<file path="src/rtl/grad_product_window.sv">
// Sliding-window sums of gradient products (Ix*Ix, Iy*Iy, Ix*Iy) over the last WIN samples of a row.
// Define GPW_SAT_EN to clamp outputs to the signed 32-bit range; otherwise outputs wrap.
module grad_product_window #(
  parameter int WIN = 5
) (
  input  logic               clk,
  input  logic               reset,
  input  logic               in_valid,
  input  logic signed [15:0] ix_in,
  input  logic signed [15:0] iy_in,
  input  logic               line_start,
  output logic               out_valid,
  output logic signed [31:0] sxx,
  output logic signed [31:0] syy,
  output logic signed [31:0] sxy
);

  localparam int CW = $clog2(WIN + 1);
  localparam logic [CW-1:0] WIN_CNT = CW'(WIN);

  typedef enum logic [1:0] {EMPTY, FILL, FULL} fill_state_t;

  logic               p_valid;
  logic signed [31:0] p_xx, p_yy, p_xy;
  logic signed [31:0] ix_ext, iy_ext;

  logic signed [31:0] h_xx [WIN];
  logic signed [31:0] h_yy [WIN];
  logic signed [31:0] h_xy [WIN];
  logic signed [35:0] s_xx, s_yy, s_xy;
  logic signed [35:0] s_xx_d, s_yy_d, s_xy_d;
  logic signed [31:0] old_xx, old_yy, old_xy;
  logic signed [31:0] o_xx_d, o_yy_d, o_xy_d;

  fill_state_t        state_q, state_d;
  logic [CW-1:0]      count_q, count_d;
  logic               accept;
  logic               load_out;

  assign ix_ext = 32'(ix_in);
  assign iy_ext = 32'(iy_in);

  // Stage 1: register full-precision products; the valid flag marks the slot for stage 2.
  always_ff @(posedge clk) begin
    if (reset) begin
      p_valid <= 1'b0;
      p_xx    <= '0;
      p_yy    <= '0;
      p_xy    <= '0;
    end else begin
      p_valid <= in_valid;
      if (in_valid) begin
        p_xx <= ix_ext * ix_ext;
        p_yy <= iy_ext * iy_ext;
        p_xy <= ix_ext * iy_ext;
      end
    end
  end

  always_ff @(posedge clk) begin
    if (reset) begin
      state_q <= EMPTY;
      count_q <= '0;
    end else begin
      state_q <= state_d;
      count_q <= count_d;
    end
  end

  // A line_start kills whatever sits in stage 1, so it also blocks acceptance this cycle.
  always_comb begin
    state_d  = state_q;
    count_d  = count_q;
    accept   = p_valid && !line_start;
    load_out = 1'b0;
    case (state_q)
      EMPTY: begin
        if (accept) begin
          count_d = CW'(1);
          state_d = (WIN_CNT == CW'(1)) ? FULL : FILL;
        end
      end
      FILL: begin
        if (accept) begin
          count_d = count_q + 1'b1;
          if (count_d == WIN_CNT) state_d = FULL;
        end
      end
      FULL: begin
        count_d = WIN_CNT;
      end
      default: begin
        state_d = EMPTY;
        count_d = '0;
      end
    endcase
    if (line_start) begin
      state_d = EMPTY;
      count_d = '0;
    end
    load_out = accept && (state_d == FULL);
  end

`ifdef GPW_SAT_EN
  function automatic logic signed [31:0] clamp36(input logic signed [35:0] v);
    if (v[35:31] == 5'b00000 || v[35:31] == 5'b11111) clamp36 = v[31:0];
    else if (v[35])                                   clamp36 = 32'h8000_0000;
    else                                              clamp36 = 32'h7FFF_FFFF;
  endfunction
`endif

  // Until the window is full the departing term does not exist yet.
  always_comb begin
    old_xx = '0;
    old_yy = '0;
    old_xy = '0;
    if (state_q == FULL) begin
      old_xx = h_xx[WIN-1];
      old_yy = h_yy[WIN-1];
      old_xy = h_xy[WIN-1];
    end
    s_xx_d = s_xx + 36'(p_xx) - 36'(old_xx);
    s_yy_d = s_yy + 36'(p_yy) - 36'(old_yy);
    s_xy_d = s_xy + 36'(p_xy) - 36'(old_xy);
`ifdef GPW_SAT_EN
    o_xx_d = clamp36(s_xx_d);
    o_yy_d = clamp36(s_yy_d);
    o_xy_d = clamp36(s_xy_d);
`else
    o_xx_d = s_xx_d[31:0];
    o_yy_d = s_yy_d[31:0];
    o_xy_d = s_xy_d[31:0];
`endif
  end

  // Stage 2: history shift, running sums, and output registers that hold between pulses.
  always_ff @(posedge clk) begin
    if (reset) begin
      for (int i = 0; i < WIN; i++) begin
        h_xx[i] <= '0;
        h_yy[i] <= '0;
        h_xy[i] <= '0;
      end
      s_xx      <= '0;
      s_yy      <= '0;
      s_xy      <= '0;
      out_valid <= 1'b0;
      sxx       <= '0;
      syy       <= '0;
      sxy       <= '0;
    end else if (line_start) begin
      for (int i = 0; i < WIN; i++) begin
        h_xx[i] <= '0;
        h_yy[i] <= '0;
        h_xy[i] <= '0;
      end
      s_xx      <= '0;
      s_yy      <= '0;
      s_xy      <= '0;
      out_valid <= 1'b0;
    end else if (accept) begin
      h_xx[0] <= p_xx;
      h_yy[0] <= p_yy;
      h_xy[0] <= p_xy;
      for (int i = 1; i < WIN; i++) begin
        h_xx[i] <= h_xx[i-1];
        h_yy[i] <= h_yy[i-1];
        h_xy[i] <= h_xy[i-1];
      end
      s_xx      <= s_xx_d;
      s_yy      <= s_yy_d;
      s_xy      <= s_xy_d;
      out_valid <= load_out;
      if (load_out) begin
        sxx <= o_xx_d;
        syy <= o_yy_d;
        sxy <= o_xy_d;
      end
    end else begin
      out_valid <= 1'b0;
    end
  end

endmodule

</file>
<file path="config.mk">
export PLATFORM = sky130hd
export DESIGN_NAME = grad_product_window
export DESIGN_NICKNAME = d
export VERILOG_FILES = /design/src/rtl/grad_product_window.sv
export SDC_FILE = /design/constraint.sdc
export NUM_CORES = 2
export LEC_CHECK = 0
export BUFFER_PORTS_ARGS = -buffer_cell sky130_fd_sc_hd__buf_2
export CORE_MARGIN = 2
export CORE_UTILIZATION = 65
export DETAILED_ROUTE_END_ITERATION = 10
export PLACE_DENSITY = 0.83
export SETUP_SLACK_MARGIN = 0.05
export SYNTH_ARGS = -nofsm -noshare
export SYNTH_HDL_FRONTEND = slang
export SYNTH_SLANG_ARGS = --single-unit
</file>
<file path="constraint.sdc">
create_clock -name clk -period 23.5 [get_ports clk]
set_clock_uncertainty 0.15 [all_clocks]
set_input_delay 3.525 -clock clk [delete_from_list [all_inputs] [get_ports clk]]
set_output_delay 3.525 -clock clk [all_outputs]
set_load 0.005 [all_outputs]
</file>
; Word-level counts from Yosys, hierarchy flattened
; Memories as Yosys holds them, arrays and structs flattened.
; Cells that the tools add are included.
[classes]
n_addsub = 7
mul = 3
n_div = 0
order_cmp = 0
eq_ne = 6
shifts = 0
mux = 50
bitwise_logic = 32
reduce_logical = 8
[ops]
columns = cell, n
row1 = two-way mux 32 bit, 33
row2 = adder 36 x 32 -> 36 bit, 3
row3 = subtractor 36 x 32 -> 36 bit, 3
row4 = multiplier 16 x 16 -> 32 bit, 3
row5 = OR 1 bit, 30
row6 = two-way mux 1 bit, 9
row7 = one-hot mux 3 bit (3 select lines), 1
row8 = two-way mux 2 bit, 4
row9 = two-way mux 3 bit, 2
row10 = one-hot mux 2 bit (3 select lines), 1
row11 = "== test 2 bit, second input constant", 2
row12 = "!= test 2 bit, second input constant", 2
row13 = "adder 3 x 1 -> 3 bit, second input constant", 1
row14 = "== test 3 bit, second input constant", 1
row15 = AND reduction 3 bit, 1
row16 = OR reduction 3 bit, 1
row17 = "== test 2 x 1 -> 1 bit, second input constant", 1
row18 = logical AND 1 bit, 2
row19 = logical NOT 2 bit, 1
row20 = NOT 1 bit, 2
row21 = AND reduction 2 bit, 1
row22 = OR reduction 2 bit, 1
row23 = logical NOT 1 bit, 1
[word_totals]
reg_bits = 307
latch_bits = 0
ram_bits = 480
romBits = 0
word_cells = 122
mem_count = 3
[memory_table]
columns = memory, words, width, read_ports, rd_ports_with_merged_regs, wr, line_no
row1 = h_xx, 5, 32, 5, 0, 5, 27  ; logic signed [31:0] h_xx [WIN];
row2 = h_xy, 5, 32, 5, 0, 5, 29  ; logic signed [31:0] h_xy [WIN];
row3 = h_yy, 5, 32, 5, 0, 5, 28  ; logic signed [31:0] h_yy [WIN];

; Depth between registers and ports, before layout
[logic_depth]
depth_word = 9
ltp_mapped = 26
mapped_depth_nobuf = 25

; Least setup slack after synthesis
; OpenSTA, ideal clock, no wires.
[synth_path]
path_kind = input-to-reg
from = input port line_start
to = register s_xx[30]
setup_time_ns = 0.695
t_arrival_ns = 17.237
required_time_ns = 22.655
path_slack_ns = 5.418
stages = 6
n_path_buf = 2
cell_sequence = or2_2 clkbuf_1 nor2_1 inv_1 clkbuf_1 o21ai_0
[synth_via]
elab_chain_cells = 2
elab_cells_between_ends = 3
cone_classes = reduce/logical (3)
[synth_lines]
columns = item, line_no
row1 = "start, declared", 11  ; input logic line_start,
row2 = logical NOT 1 bit, 74  ; accept = p_valid && !line_start;
row3 = logical AND 1 bit, 74
row4 = "end signal, assigned", 144  ; s_xx <= '0;
row5 = "end signal, assigned", 157  ; s_xx <= '0;
row6 = "end signal, assigned", 170  ; s_xx <= s_xx_d;
row7 = "end, declared", 30  ; logic signed [35:0] s_xx, s_yy, s_xy;
; Parallel ways exist; a longest one is shown, timed or not.
; A chain may end at the register's enable or synchronous reset.

; Worst setup path after layout
[layout_path]
from = input port iy_in[3]
to = register p_yy[31]
[layout_via]
elab_chain_cells = 1
[layout_lines]
columns = item, line_no
row1 = "start, declared", 10  ; input logic signed [15:0] iy_in,
row2 = multiplier 16 x 16 -> 32 bit, 54  ; p_yy <= iy_ext * iy_ext;
row3 = "end signal, assigned", 54
row4 = "end, declared", 24  ; logic signed [31:0] p_xx, p_yy, p_xy;
; Every way passes these cells.

==> impl_metrics.csv <==
group,metric,value,unit
clock_tree,post_cts_buffers,0,
timing,maxSlewViolCount,0,
route,avgViaCountPerCell,5.656,
min_path,hp-class,"flip-flop to flip-flop",
placement,hpwl,103.0,mm
global_routing,grt_usage,29.14,%
global_routing,antenna_found_initial,1,
clock_tree,cts.clk_slew.worst_paths,0.06,ns
flow_run,maxCapViolCount,0,
route,drc_errors,0,
clock_tree,root_buffer,"clkbuf_16",
layout,area_delta_synth_final,6.486,%
setup_path,cp_slowest_stage_delay,0.89,ns
logic_synthesis,synth-seq-cells,763,
timing,hold_viol,0,
setup_path,worst_path_most_repeated_cell,"fa_1",
timing,setup_tns,0,ns
setup_path,crit_type,"input pin to flip-flop",
layout,nFillCells,6768,
logic_synthesis,synth_top_cell_area_share,26.29,%
logic_synthesis,synth.most_common_cell,"inv_1",
global_routing,grt_max_degree,268,
setup_path,cp_top_family,"adder cells",
floorplanning,initial_core_util,65.26,%
setup_path,worstPathCellList,"buf_2 -> clkinv_1 -> nor2_1 -> fa_1 -> fa_1 -> fa_1 -> fa_1 -> fa_1 -> inv_1 -> fa_1 -> inv_1 -> ha_1 -> a21oi_1 -> nand3b_1 -> o21ai_0 -> a311oi_1 -> a311oi_1 -> o21ai_1 -> and2_1 -> or3_1 -> a32o_1",
global_routing,first_global_vias,44148,
logic_synthesis,synth_cell_types,79,
timing,worst_pin_slew,1.213,ns
route,drtIter0Drc,3907,
layout,final_layout_size_suffix_gt1_share,4.959,%
logic_synthesis,synth.avg_cell_area,9.959,µm²
timing,finalSetupViolations,0,
clock_tree,insertion_delay,0.64,ns
setup_path,cp.arrival,10.76,ns
setup_path,endpoint_kind,"flip-flop",
logic_synthesis,yosysTopAreaCell,"fa_1",
clock_tree,clockBufferDepth,3,
logic_synthesis,synth.area.top_cells,"fa_1 (26%), edfxtp_1 (22%), dfxtp_1 (9.3%)",
clock_tree,cts_tree,"yes",
setup_path,worstPathMaxFanout,28,
logic_synthesis,synth_edf_count,470,
outcome,status,"finished clean",
setup_path,required,23.87,ns
floorplanning,die_h,314.9,µm
route,dr.pass1.iters,6,
route,routed_wl,140.5,mm
clock_tree,cts_buffers,76,
floorplanning,core-area,96280,µm²
timing,relSlewSlack,18.84,%
setup_path,startpoint_type,"input pin",
floorplanning,die_x,314.9,µm
route,drt.antenna.violating_nets,0,
clock_tree,cts_max_level,3,
setup_path,crit_buf_inv,4,
clock_tree,holdBufCountCts,0,
layout,final_nets,7467,
logic_synthesis,synth_common_cells,"inv_1 (1290), fa_1 (825), nand2_1 (517)",
timing,fin_crit_sh,44.19,%
setup_path,ff2ff_setup_slack,17.84,ns
floorplanning,die_area,99170,µm²
timing,fmax,96.31,MHz
global_routing,grt_pass1_wl,228.0,mm
logic_synthesis,yosys_warnings,0,
logic_synthesis,ys_async_sr_fraction,0,%
logic_synthesis,ys_seq_area_share,31.80,%
route,num_vias,42922,
timing,fin_crit,10.38,ns
logic_synthesis,syn-instance-count,6309,
timing,rsz0062_at_grt,"no",
logic_synthesis,syn_nets,7525,
global_routing,globalRouteOverflowTotal,0,
placement,gp_congestion,0.9311,
clock_tree,cts.repair.resized,0,
setup_path,slowest_stage,"fa_1",
logic_synthesis,syn_area,62830,µm²
clock_tree,clkSinkCount,763,
floorplanning,io_pins,133,
logic_synthesis,synth_flop_cell,"edfxtp_1",
route,wl_per_cell,18.52,µm
placement,place.port_buffers,132,
floorplanning,num_rows,114,
registers in the layout, indices dropped and copies added, names as in the netlist, 31 cells and up:
signal / count
s_yy: 32
sxx: 32
p_xx: 31
h_yy: 155
syy: 32
p_yy: 31
p_xy: 32
s_xy: 32
h_xy: 160
sxy: 32
h_xx: 155
s_xx: 32
cell type report:
| type | instances | area, µm² | area share (%) |
|---|---|---|---|
| clock inverters | 29 | 350.3 | 0.5236 |
| clock buffers | 110 | 2271 | 3.394 |
| flip-flops and latches | 763 | 19980 | 29.87 |
| repair buffers | 157 | 894.6 | 1.337 |
| inverters | 1295 | 4868 | 7.276 |
| well taps | 1276 | 1597 | 2.386 |
| diodes | 1 | 2.502 | 0.003740 |
| multi-input cells | 3958 | 36940 | 55.21 |
layer usage:
layer  track usage [%]  up-vias  wire (µm)
met3             4.513      305      11930
met4             11.00        0       5242
met1             39.94    21176      56930
li1                  -    19788          -
met5                 0        -          0
met2             47.31     1653      66440
worst min-delay path, cell delays in order (launching register included):
cell and delay (ns):
dfxtp_1 0.30, nand2_1 0.05, a21oi_1 0.05
cells in the final DEF, fill, tap and decap left out, types with 130 or more instances in the layout:
cell type	count
fa_1	825
inv_1	1289
edfxtp_1	470
and3_1	399
xnor2_1	144
and2_1	276
nand2_1	516
ha_1	355
dfxtp_1	292
a21oi_1	232
nor2_1	438
buf_2	130
logic make-up after synthesis:
logic type      after synthesis  synth area share [%]
flops                       763                 31.80
mux                         114                 1.818
buf+inv                    1588                 9.487
xor+xnor                    205                 2.858
simple gates               1828                 14.34
compound gates              631                 6.346
fa+ha+maj                  1180                 33.35
path summary, 6_finish.rpt:
check | from | to | cells past startpoint
setup / recovery | iy_in[3] | p_yy[31] | 21
hold / removal | sxx[11] | sxx[11] | 2
setup reg to reg | state_q[1] | syy[30] | 17
hold reg to reg | sxx[11] | sxx[11] | 2
metrics by stage:
step                cell area, µm²  util, %  hold WS, ns  cells  setup slack (ns)
floorplan                    62830        -       0.2750   6309             5.418
global placement             64280    66.77       0.2886   7449             12.74
detailed placement           64280    66.77       0.2931   7449             12.54
CTS                          66910    69.49       0.3019   7588             13.21
global route                 66910    69.49       0.3199   7588             12.69
finish                       66910    69.49       0.2995   7589             13.12
Power is left out: the tool's default activity adds up to more than one toggle a clock period on the data nets, which glitch-free logic cannot reach.
